--- config.mk ---
export PLATFORM = sky130hd
export DESIGN_NAME = spi_ram_arbiter_flat
export DESIGN_NICKNAME = d
export VERILOG_FILES = /design/src/rtl/spi_ram_pkg.sv /design/src/rtl/spi_ram_arbiter_if.sv /design/src/rtl/spi_ram_arbiter_rr_arb2.sv /design/src/rtl/spi_ram_arbiter.sv /design/src/flat_wrapper.sv
export SDC_FILE = /design/constraint.sdc
export NUM_CORES = 1
export LEC_CHECK = 0
export ABC_AREA = 1
export BUFFER_PORTS_ARGS = -buffer_cell sky130_fd_sc_hd__buf_2
export CELL_PAD_IN_SITES_DETAIL_PLACEMENT = 1
export CELL_PAD_IN_SITES_GLOBAL_PLACEMENT = 2
export CORE_MARGIN = 2
export CORE_UTILIZATION = 30
export DETAILED_ROUTE_END_ITERATION = 12
export PLACE_DENSITY = 0.75
export SLEW_MARGIN = 25
export SYNTH_ARGS = -nofsm -noshare
export SYNTH_HDL_FRONTEND = slang
export SYNTH_SLANG_ARGS = --single-unit
--- constraint.sdc ---
create_clock -name clk -period 1.97 [get_ports clk]
set_clock_uncertainty 0.15 [all_clocks]
set_input_delay 0.2955 -clock clk [delete_from_list [all_inputs] [get_ports clk]]
set_output_delay 0.2955 -clock clk [all_outputs]
set_load 0.01 [all_outputs]
--- src/rtl/spi_ram_pkg.sv ---
// rtl/spi_ram_pkg.sv - shared types for the SPI/host RAM arbiter
//
// Purpose: command encodings, FSM state enum and requester ids used by
//          spi_ram_arbiter and rr_arb2.
// Ports:   none (package).
package spi_ram_pkg;

  // Two-bit command field carried in rx_data[DATA_W+1:DATA_W].
  typedef enum logic [1:0] {
    CMD_WR_ADDR = 2'b00,
    CMD_WR_DATA = 2'b01,
    CMD_RD_ADDR = 2'b10,
    CMD_RD_DATA = 2'b11
  } cmd_e;

  typedef enum logic [1:0] {
    ST_IDLE   = 2'b00,
    ST_ACCESS = 2'b01,
    ST_RDATA  = 2'b10
  } state_e;

  // Values double as the bit index of each side in the arbiter req/gnt vectors.
  typedef enum logic {
    REQ_SPI  = 1'b0,
    REQ_HOST = 1'b1
  } req_id_e;

endpackage

--- src/rtl/spi_ram_arbiter_if.sv ---
// rtl/spi_ram_arbiter_if.sv - SPI frame, host and RAM port bundle
//
// Purpose: groups every non-clock signal of spi_ram_arbiter.
// Ports:   SPI side  rx_valid, rx_data, tx_data, tx_valid, rx_ovf, ovf_clr
//          host side h_req, h_we, h_addr, h_wdata, h_gnt, h_rdata, h_rvalid
//          RAM side  ram_en, ram_we, ram_addr, ram_wdata, ram_rdata
// Modports: slave = the arbiter, master = its environment.
interface spi_ram_arbiter_if #(
  parameter int ADDR_W = 8,
  parameter int DATA_W = 8
);
  logic              rx_valid;
  logic [DATA_W+1:0] rx_data;
  logic [DATA_W-1:0] tx_data;
  logic              tx_valid;
  logic              rx_ovf;
  logic              ovf_clr;
  logic              h_req;
  logic              h_we;
  logic [ADDR_W-1:0] h_addr;
  logic [DATA_W-1:0] h_wdata;
  logic              h_gnt;
  logic [DATA_W-1:0] h_rdata;
  logic              h_rvalid;
  logic              ram_en;
  logic              ram_we;
  logic [ADDR_W-1:0] ram_addr;
  logic [DATA_W-1:0] ram_wdata;
  logic [DATA_W-1:0] ram_rdata;

  modport slave (
    input  rx_valid, rx_data, ovf_clr, h_req, h_we, h_addr, h_wdata, ram_rdata,
    output tx_data, tx_valid, rx_ovf, h_gnt, h_rdata, h_rvalid,
           ram_en, ram_we, ram_addr, ram_wdata
  );

  modport master (
    output rx_valid, rx_data, ovf_clr, h_req, h_we, h_addr, h_wdata, ram_rdata,
    input  tx_data, tx_valid, rx_ovf, h_gnt, h_rdata, h_rvalid,
           ram_en, ram_we, ram_addr, ram_wdata
  );
endinterface

--- src/rtl/spi_ram_arbiter_rr_arb2.sv ---
// rtl/spi_ram_arbiter_rr_arb2.sv - two-way round-robin arbiter
//
// Purpose: one-hot grant between SPI (bit 0) and host (bit 1); on a tie the
//          side not granted last wins. last grant resets to host.
// Ports:   clk, rstn (async, active-low)
//          req[1:0]  in   request vector
//          accept    in   grant is taken this cycle; updates last grant
//          gnt[1:0]  out  one-hot combinational grant
module rr_arb2
  import spi_ram_pkg::*;
(
  input  logic       clk,
  input  logic       rstn,
  input  logic [1:0] req,
  input  logic       accept,
  output logic [1:0] gnt
);

  req_id_e last_q;

  always_comb begin
    gnt = req;
    if (req == 2'b11) begin
      gnt = (last_q == REQ_HOST) ? 2'b01 : 2'b10;
    end
  end

  always_ff @(posedge clk or negedge rstn) begin
    if (!rstn) begin
      last_q <= REQ_HOST;
    end else if (accept && (gnt != 2'b00)) begin
      last_q <= (gnt == 2'b10) ? REQ_HOST : REQ_SPI;
    end
  end

endmodule

--- src/rtl/spi_ram_arbiter.sv ---
// rtl/spi_ram_arbiter.sv - SPI command decoder and shared RAM port sequencer
//
// Purpose: decodes 10-bit SPI frames, owns wr_addr/rd_addr, holds a 1-deep
//          SPI pending op, and round-robins the single RAM port between SPI
//          and a local host. Read data returns to the side that issued it.
// Ports:   clk, rstn (async, active-low)
//          bus  spi_ram_arbiter_if.slave (SPI frames, host requests, RAM port)
// Config:  SPI_RAM_ARB_AUTOINC_EN - post-increment wr_addr/rd_addr on each
//          captured write/read op (wraps at 2**ADDR_W).
module spi_ram_arbiter
  import spi_ram_pkg::*;
#(
  parameter int ADDR_W = 8,
  parameter int DATA_W = 8
) (
  input  logic             clk,
  input  logic             rstn,
  spi_ram_arbiter_if.slave bus
);

  state_e            state_q, state_d;
  logic [ADDR_W-1:0] wr_addr_q, rd_addr_q;
  logic              pend_valid_q, pend_we_q;
  logic [ADDR_W-1:0] pend_addr_q;
  logic [DATA_W-1:0] pend_wdata_q;
  req_id_e           acc_owner_q;
  logic              acc_we_q;
  logic [ADDR_W-1:0] acc_addr_q;
  logic [DATA_W-1:0] acc_wdata_q;

  cmd_e              rx_cmd;
  logic [DATA_W-1:0] rx_pl;
  logic              frame_op, frame_we, frame_drop;
  logic [ADDR_W-1:0] frame_addr;
  logic              spi_we;
  logic [ADDR_W-1:0] spi_addr;
  logic [DATA_W-1:0] spi_wdata;
  logic [1:0]        req, gnt;
  logic              accept, spi_taken, host_taken;

  assign rx_cmd     = cmd_e'(bus.rx_data[DATA_W+1:DATA_W]);
  assign rx_pl      = bus.rx_data[DATA_W-1:0];
  assign frame_op   = bus.rx_valid && (rx_cmd == CMD_WR_DATA || rx_cmd == CMD_RD_DATA);
  assign frame_we   = (rx_cmd == CMD_WR_DATA);
  assign frame_addr = frame_we ? wr_addr_q : rd_addr_q;

  // An arriving op frame requests immediately; if it wins straight away it
  // bypasses the pending register, otherwise it waits there. An occupied
  // pending register is always older and is served first.
  assign spi_we    = pend_valid_q ? pend_we_q    : frame_we;
  assign spi_addr  = pend_valid_q ? pend_addr_q  : frame_addr;
  assign spi_wdata = pend_valid_q ? pend_wdata_q : rx_pl;
  assign req       = {bus.h_req, pend_valid_q | frame_op};

  assign spi_taken  = accept && gnt[REQ_SPI];
  assign host_taken = accept && gnt[REQ_HOST];
  // Pending only makes room when it is granted in this very cycle.
  assign frame_drop = frame_op && pend_valid_q && !spi_taken;

  rr_arb2 u_arb (
    .clk    (clk),
    .rstn   (rstn),
    .req    (req),
    .accept (accept),
    .gnt    (gnt)
  );

  always_comb begin
    state_d       = state_q;
    accept        = 1'b0;
    bus.ram_en    = 1'b0;
    bus.ram_we    = 1'b0;
    bus.ram_addr  = '0;
    bus.ram_wdata = '0;
    bus.h_gnt     = 1'b0;
    case (state_q)
      ST_IDLE: begin
        if (req != 2'b00) begin
          accept  = 1'b1;
          state_d = ST_ACCESS;
        end
      end
      ST_ACCESS: begin
        bus.ram_en    = 1'b1;
        bus.ram_we    = acc_we_q;
        bus.ram_addr  = acc_addr_q;
        bus.ram_wdata = acc_we_q ? acc_wdata_q : '0;
        bus.h_gnt     = (acc_owner_q == REQ_HOST);
        state_d       = acc_we_q ? ST_IDLE : ST_RDATA;
      end
      ST_RDATA: state_d = ST_IDLE;
      default:  state_d = ST_IDLE;
    endcase
  end

  always_ff @(posedge clk or negedge rstn) begin
    if (!rstn) state_q <= ST_IDLE;
    else       state_q <= state_d;
  end

  always_ff @(posedge clk or negedge rstn) begin
    if (!rstn) begin
      wr_addr_q <= '0;
      rd_addr_q <= '0;
    end else if (bus.rx_valid) begin
      case (rx_cmd)
        CMD_WR_ADDR: wr_addr_q <= ADDR_W'(rx_pl);
        CMD_RD_ADDR: rd_addr_q <= ADDR_W'(rx_pl);
`ifdef SPI_RAM_ARB_AUTOINC_EN
        CMD_WR_DATA: if (!frame_drop) wr_addr_q <= wr_addr_q + ADDR_W'(1);
        CMD_RD_DATA: if (!frame_drop) rd_addr_q <= rd_addr_q + ADDR_W'(1);
`endif
        default: ;
      endcase
    end
  end

  always_ff @(posedge clk or negedge rstn) begin
    if (!rstn) begin
      pend_valid_q <= 1'b0;
      pend_we_q    <= 1'b0;
      pend_addr_q  <= '0;
      pend_wdata_q <= '0;
    end else if (frame_op && !frame_drop && (pend_valid_q || !spi_taken)) begin
      pend_valid_q <= 1'b1;
      pend_we_q    <= frame_we;
      pend_addr_q  <= frame_addr;
      pend_wdata_q <= rx_pl;
    end else if (spi_taken) begin
      pend_valid_q <= 1'b0;
    end
  end

  // Snapshot of the winner, so the pending slot can be freed on entry to ACCESS.
  always_ff @(posedge clk or negedge rstn) begin
    if (!rstn) begin
      acc_owner_q <= REQ_SPI;
      acc_we_q    <= 1'b0;
      acc_addr_q  <= '0;
      acc_wdata_q <= '0;
    end else if (accept) begin
      acc_owner_q <= host_taken ? REQ_HOST : REQ_SPI;
      acc_we_q    <= host_taken ? bus.h_we    : spi_we;
      acc_addr_q  <= host_taken ? bus.h_addr  : spi_addr;
      acc_wdata_q <= host_taken ? bus.h_wdata : spi_wdata;
    end
  end

  always_ff @(posedge clk or negedge rstn) begin
    if (!rstn) begin
      bus.tx_valid <= 1'b0;
      bus.tx_data  <= '0;
      bus.h_rvalid <= 1'b0;
      bus.h_rdata  <= '0;
    end else begin
      bus.tx_valid <= 1'b0;
      bus.h_rvalid <= 1'b0;
      if (state_q == ST_RDATA) begin
        if (acc_owner_q == REQ_SPI) begin
          bus.tx_valid <= 1'b1;
          bus.tx_data  <= bus.ram_rdata;
        end else begin
          bus.h_rvalid <= 1'b1;
          bus.h_rdata  <= bus.ram_rdata;
        end
      end
    end
  end

  // Sticky overflow; a drop in the same cycle as a clear keeps it set.
  always_ff @(posedge clk or negedge rstn) begin
    if (!rstn)            bus.rx_ovf <= 1'b0;
    else if (frame_drop)  bus.rx_ovf <= 1'b1;
    else if (bus.ovf_clr) bus.rx_ovf <= 1'b0;
  end

endmodule

--- src/flat_wrapper.sv ---
// flat-port wrapper written by rule: the top's interface ports become plain ports
module spi_ram_arbiter_flat import spi_ram_pkg::*;
#(
  parameter int ADDR_W = 8,
  parameter int DATA_W = 8
)
  (clk, rstn, bus_rx_valid, bus_rx_data, bus_ovf_clr, bus_h_req, bus_h_we, bus_h_addr, bus_h_wdata, bus_ram_rdata, bus_tx_data, bus_tx_valid, bus_rx_ovf, bus_h_gnt, bus_h_rdata, bus_h_rvalid, bus_ram_en, bus_ram_we, bus_ram_addr, bus_ram_wdata);
  spi_ram_arbiter_if #(.ADDR_W(ADDR_W), .DATA_W(DATA_W)) bus_i ();
  input  logic clk;
  input  logic rstn;
  input wire logic [$bits(bus_i.rx_valid)-1:0] bus_rx_valid;
  input wire logic [$bits(bus_i.rx_data)-1:0] bus_rx_data;
  input wire logic [$bits(bus_i.ovf_clr)-1:0] bus_ovf_clr;
  input wire logic [$bits(bus_i.h_req)-1:0] bus_h_req;
  input wire logic [$bits(bus_i.h_we)-1:0] bus_h_we;
  input wire logic [$bits(bus_i.h_addr)-1:0] bus_h_addr;
  input wire logic [$bits(bus_i.h_wdata)-1:0] bus_h_wdata;
  input wire logic [$bits(bus_i.ram_rdata)-1:0] bus_ram_rdata;
  output wire logic [$bits(bus_i.tx_data)-1:0] bus_tx_data;
  output wire logic [$bits(bus_i.tx_valid)-1:0] bus_tx_valid;
  output wire logic [$bits(bus_i.rx_ovf)-1:0] bus_rx_ovf;
  output wire logic [$bits(bus_i.h_gnt)-1:0] bus_h_gnt;
  output wire logic [$bits(bus_i.h_rdata)-1:0] bus_h_rdata;
  output wire logic [$bits(bus_i.h_rvalid)-1:0] bus_h_rvalid;
  output wire logic [$bits(bus_i.ram_en)-1:0] bus_ram_en;
  output wire logic [$bits(bus_i.ram_we)-1:0] bus_ram_we;
  output wire logic [$bits(bus_i.ram_addr)-1:0] bus_ram_addr;
  output wire logic [$bits(bus_i.ram_wdata)-1:0] bus_ram_wdata;
  assign bus_i.rx_valid = bus_rx_valid;
  assign bus_i.rx_data = bus_rx_data;
  assign bus_i.ovf_clr = bus_ovf_clr;
  assign bus_i.h_req = bus_h_req;
  assign bus_i.h_we = bus_h_we;
  assign bus_i.h_addr = bus_h_addr;
  assign bus_i.h_wdata = bus_h_wdata;
  assign bus_i.ram_rdata = bus_ram_rdata;
  assign bus_tx_data = bus_i.tx_data;
  assign bus_tx_valid = bus_i.tx_valid;
  assign bus_rx_ovf = bus_i.rx_ovf;
  assign bus_h_gnt = bus_i.h_gnt;
  assign bus_h_rdata = bus_i.h_rdata;
  assign bus_h_rvalid = bus_i.h_rvalid;
  assign bus_ram_en = bus_i.ram_en;
  assign bus_ram_we = bus_i.ram_we;
  assign bus_ram_addr = bus_i.ram_addr;
  assign bus_ram_wdata = bus_i.ram_wdata;
  spi_ram_arbiter #(.ADDR_W(ADDR_W), .DATA_W(DATA_W)) u_core (.clk(clk), .rstn(rstn), .bus(bus_i));
endmodule
==> results.toml <==
[place]
port-buffer-count = 77
place.gp.congestion = 0.748
hpwl_um = 7120

[floorplan]
core_mm2 = 0.0113
die_y_um = 111
design.die.area_mm2 = 0.0124
start_util_pct = 30.4
io_pins = 78
rows = 39
die_w_um = 111

[grt]
grt_remaining_overflow = 0
antenna_found_initial = 0
grt.total_usage_pct = 17.0
grt_start_max_net_pins = 37
grt_pass1_vias = 3379
grt_pass1_wl_um = 16600

[worst_setup_path]
cp-end-kind = "output pin"
arrival_ps = 1370
critPathKind = "register to output pin"
r2r-start = "u_core.state_q[0]$_DFFE_PN0P_"
r2r_setup_slack_ps = 180
critPathRequiredTime_ps = 1520
start_kind = "register"
r2r_end = "u_core.pend_addr_q[4]$_DFFE_PN0P_"
path_max_fanout = 13
reg2reg_depth = 7

[synth]
synth_area_leaders = "dfrtp_1, nand2_1, o21ai_0, inv_1, nor2_1"
synth.yosys.seq_area_share_pct = 53.8
yosysTopAreaCell = "dfrtp_1"
syn_inst = 442
yosys_warnings = 0
syn_avg_cell_area_um2 = 7.79
syn-cell-area_mm2 = 0.00344
synth-seq-cells = 74
yosysTopAreaCellShare_pct = 53.1
ys_types = 24
syn-num-nets = 482

[finish]
nets = 566
diodes = 0
final_cell_mix = "nand2_1, buf_2, dfrtp_1"
final_common_cell = "nand2_1"
fill_cells = 1438
drive_gt1_share_pct = 22.5
multi_input_area_mm2 = 0.00135
seq_area_mm2 = 0.00185
area_delta_synth_final_pct = 25.1
final_util_pct = 38.0

[pwr]
ir_drop_mv = 0.531
p_total_uw = 6670
leakage_uw = 0.00235
p_per_area_mw_per_mm2 = 1550

[min_path]
min_delay_path_depth = 3
min-delay-path-class = "input pin to register"
hold_path_end = "u_core.pend_wdata_q[6]$_DFFE_PN0P_"
min-delay-start = "bus_rx_data[6]"

[routing]
first_pass_iters = 4
drc_errors = 0
via_count = 3098
via_per_inst = 4.60
final_antenna_net_count = 0
routedWlPerCell_um = 14.4
wl_um = 9700
drtIter0Drc = 109

[clocking]
cts_tree = "done"
cts_num_sinks = 74
path_clk_slew_ps = 60
clock_path_buffers = 2
htree_levels = 3
cts_root_buf = "clkbuf_16"
cts_buffers = 9
insertion_delay_ps = 340

[timing]
fin_setup_tns_ps = 0
drv_slew = 0
fmax_mhz = 552
period_minus_slack_ps = 1810
grt_setup_unrepaired = "no"
hold_viol = 0
maxSlewHeadroom_pct = 60.8
worst_pin_slew_ps = 586
setup_viol = 0
period_share_pct = 92.0

[status]
outcome = "finished, final reports clean"

[flow_run]
maxCapViolations = 0
-- worst max-delay path by stage --
stage / from / end / depth (start not counted)
2_1_floorplan: u_core.state_q[0]$_DFFE_PN0P_ / bus_ram_addr[4] / 5
3_3_place_gp: bus_rx_valid / u_core.acc_addr_q[6]$_DFFE_PN0P_ / 8
3_5_place_dp: u_core.state_q[0]$_DFFE_PN0P_ / bus_ram_wdata[6] / 6
4_1_cts: u_core.state_q[1]$_DFFE_PN0P_ / bus_ram_wdata[6] / 5
5_1_grt: u_core.state_q[0]$_DFFE_PN0P_ / u_core.pend_addr_q[4]$_DFFE_PN0P_ / 7
6_report: u_core.state_q[1]$_DFFE_PN0P_ / bus_ram_wdata[6] / 5
-- flip-flops by register name (all words and copies together) (netlist names) --
signal and count:
u_core.bus.h_rvalid 1, u_core.pend_we_q 1, u_core.rd_addr_q 8, u_core.acc_addr_q 8, u_core.bus.rx_ovf 1, u_core.wr_addr_q 8, u_core.bus.h_rdata 8, u_core.state_q 2
u_core.acc_we_q 1, u_core.pend_addr_q 8, u_core.acc_wdata_q 8, u_core.bus.tx_data 8, u_core.pend_valid_q 1, u_core.acc_owner_q 1, u_core.bus.tx_valid 1, u_core.u_arb.last_q 1
u_core.pend_wdata_q 8
-- metal layers --
metal	vias to the layer above	track usage (%)	wire, um
li1	1539	-	-
met5	-	0	0
met1	1497	21.2	4550
met4	0	6.42	171
met3	12	3.61	359
met2	50	28.8	4620
-- synthesized netlist by cell type --
cell,count
nor2_2,2
o21ai_0,59
dfstp_2,1
a21oi_2,1
dfrtp_1,73
nor3_1,1
nand2_2,5
buf_4,2
o21ai_1,1
buf_2,4
nand3_1,25
buf_1,1
buf_6,1
nand2_1,166
o211ai_4,1
nor2_1,34
o21a_1,1
inv_2,3
a21oi_1,7
clkinv_1,2
nand2_4,3
nor3_2,1
inv_1,40
clkbuf_1,8
-- through the flow --
| stage | area (um2) | instances | hold WS [ps] | setup slack (ps) |
|---|---|---|---|---|
| 3_5_place_dp | 4010 | 655 | 123 | 217 |
| 3_3_place_gp | 4010 | 655 | 123 | 232 |
| 2_1_floorplan | 3440 | 442 | -150 | 232 |
| 5_1_grt | 4310 | 673 | 61.5 | 33.0 |
| 4_1_cts | 4300 | 673 | 43.8 | 1.95 |
| 6_report | 4310 | 673 | 54.8 | 158 |
-- kinds of logic (layout without fill, tap and decap cells) --
| kind of cell | count (synthesis) | after routing | share of synthesized area, % |
|---|---|---|---|
| AOI/OAI and AO/OA | 70 | 70 | 10.8 |
| buffers and inverters | 61 | 149 | 7.23 |
| DFF | 74 | 74 | 53.8 |
| and+or+nand+nor | 237 | 237 | 28.1 |
-- power by group --
part | leakage, uW | switching [uW] | internal, uW
clock network | 0.000122 | 601 | 841
logic | 0.00132 | 1710 | 963
registers | 0.000911 | 374 | 2170
total | 0.00235 | 2690 | 3980
-- cell type report --
cell class	count	area share (%)
flip-flops and latches	74	43.1
well taps	143	4.15
multi-input cells	307	31.3
inverters	45	3.98
repair buffers	89	11.6
clock buffers	12	5.49
clock inverters	3	0.407
-- what timing repair did --
item | CTS | global route
setup buffers | 1 | 0
endpoints found under the hold margin | 28 | 0
setup endpoints to repair | 12 | 12
hold buffers | 2 | 0
resized for setup | 2 | 4
-- worst max-delay path: stages (launching register included) --
cell and delay [ps]:
dfrtp_2 430, nor2_4 160, inv_4 60, buf_6 140
nor2_1 90, buf_2 140
Power figures use the tool's default switching activity.
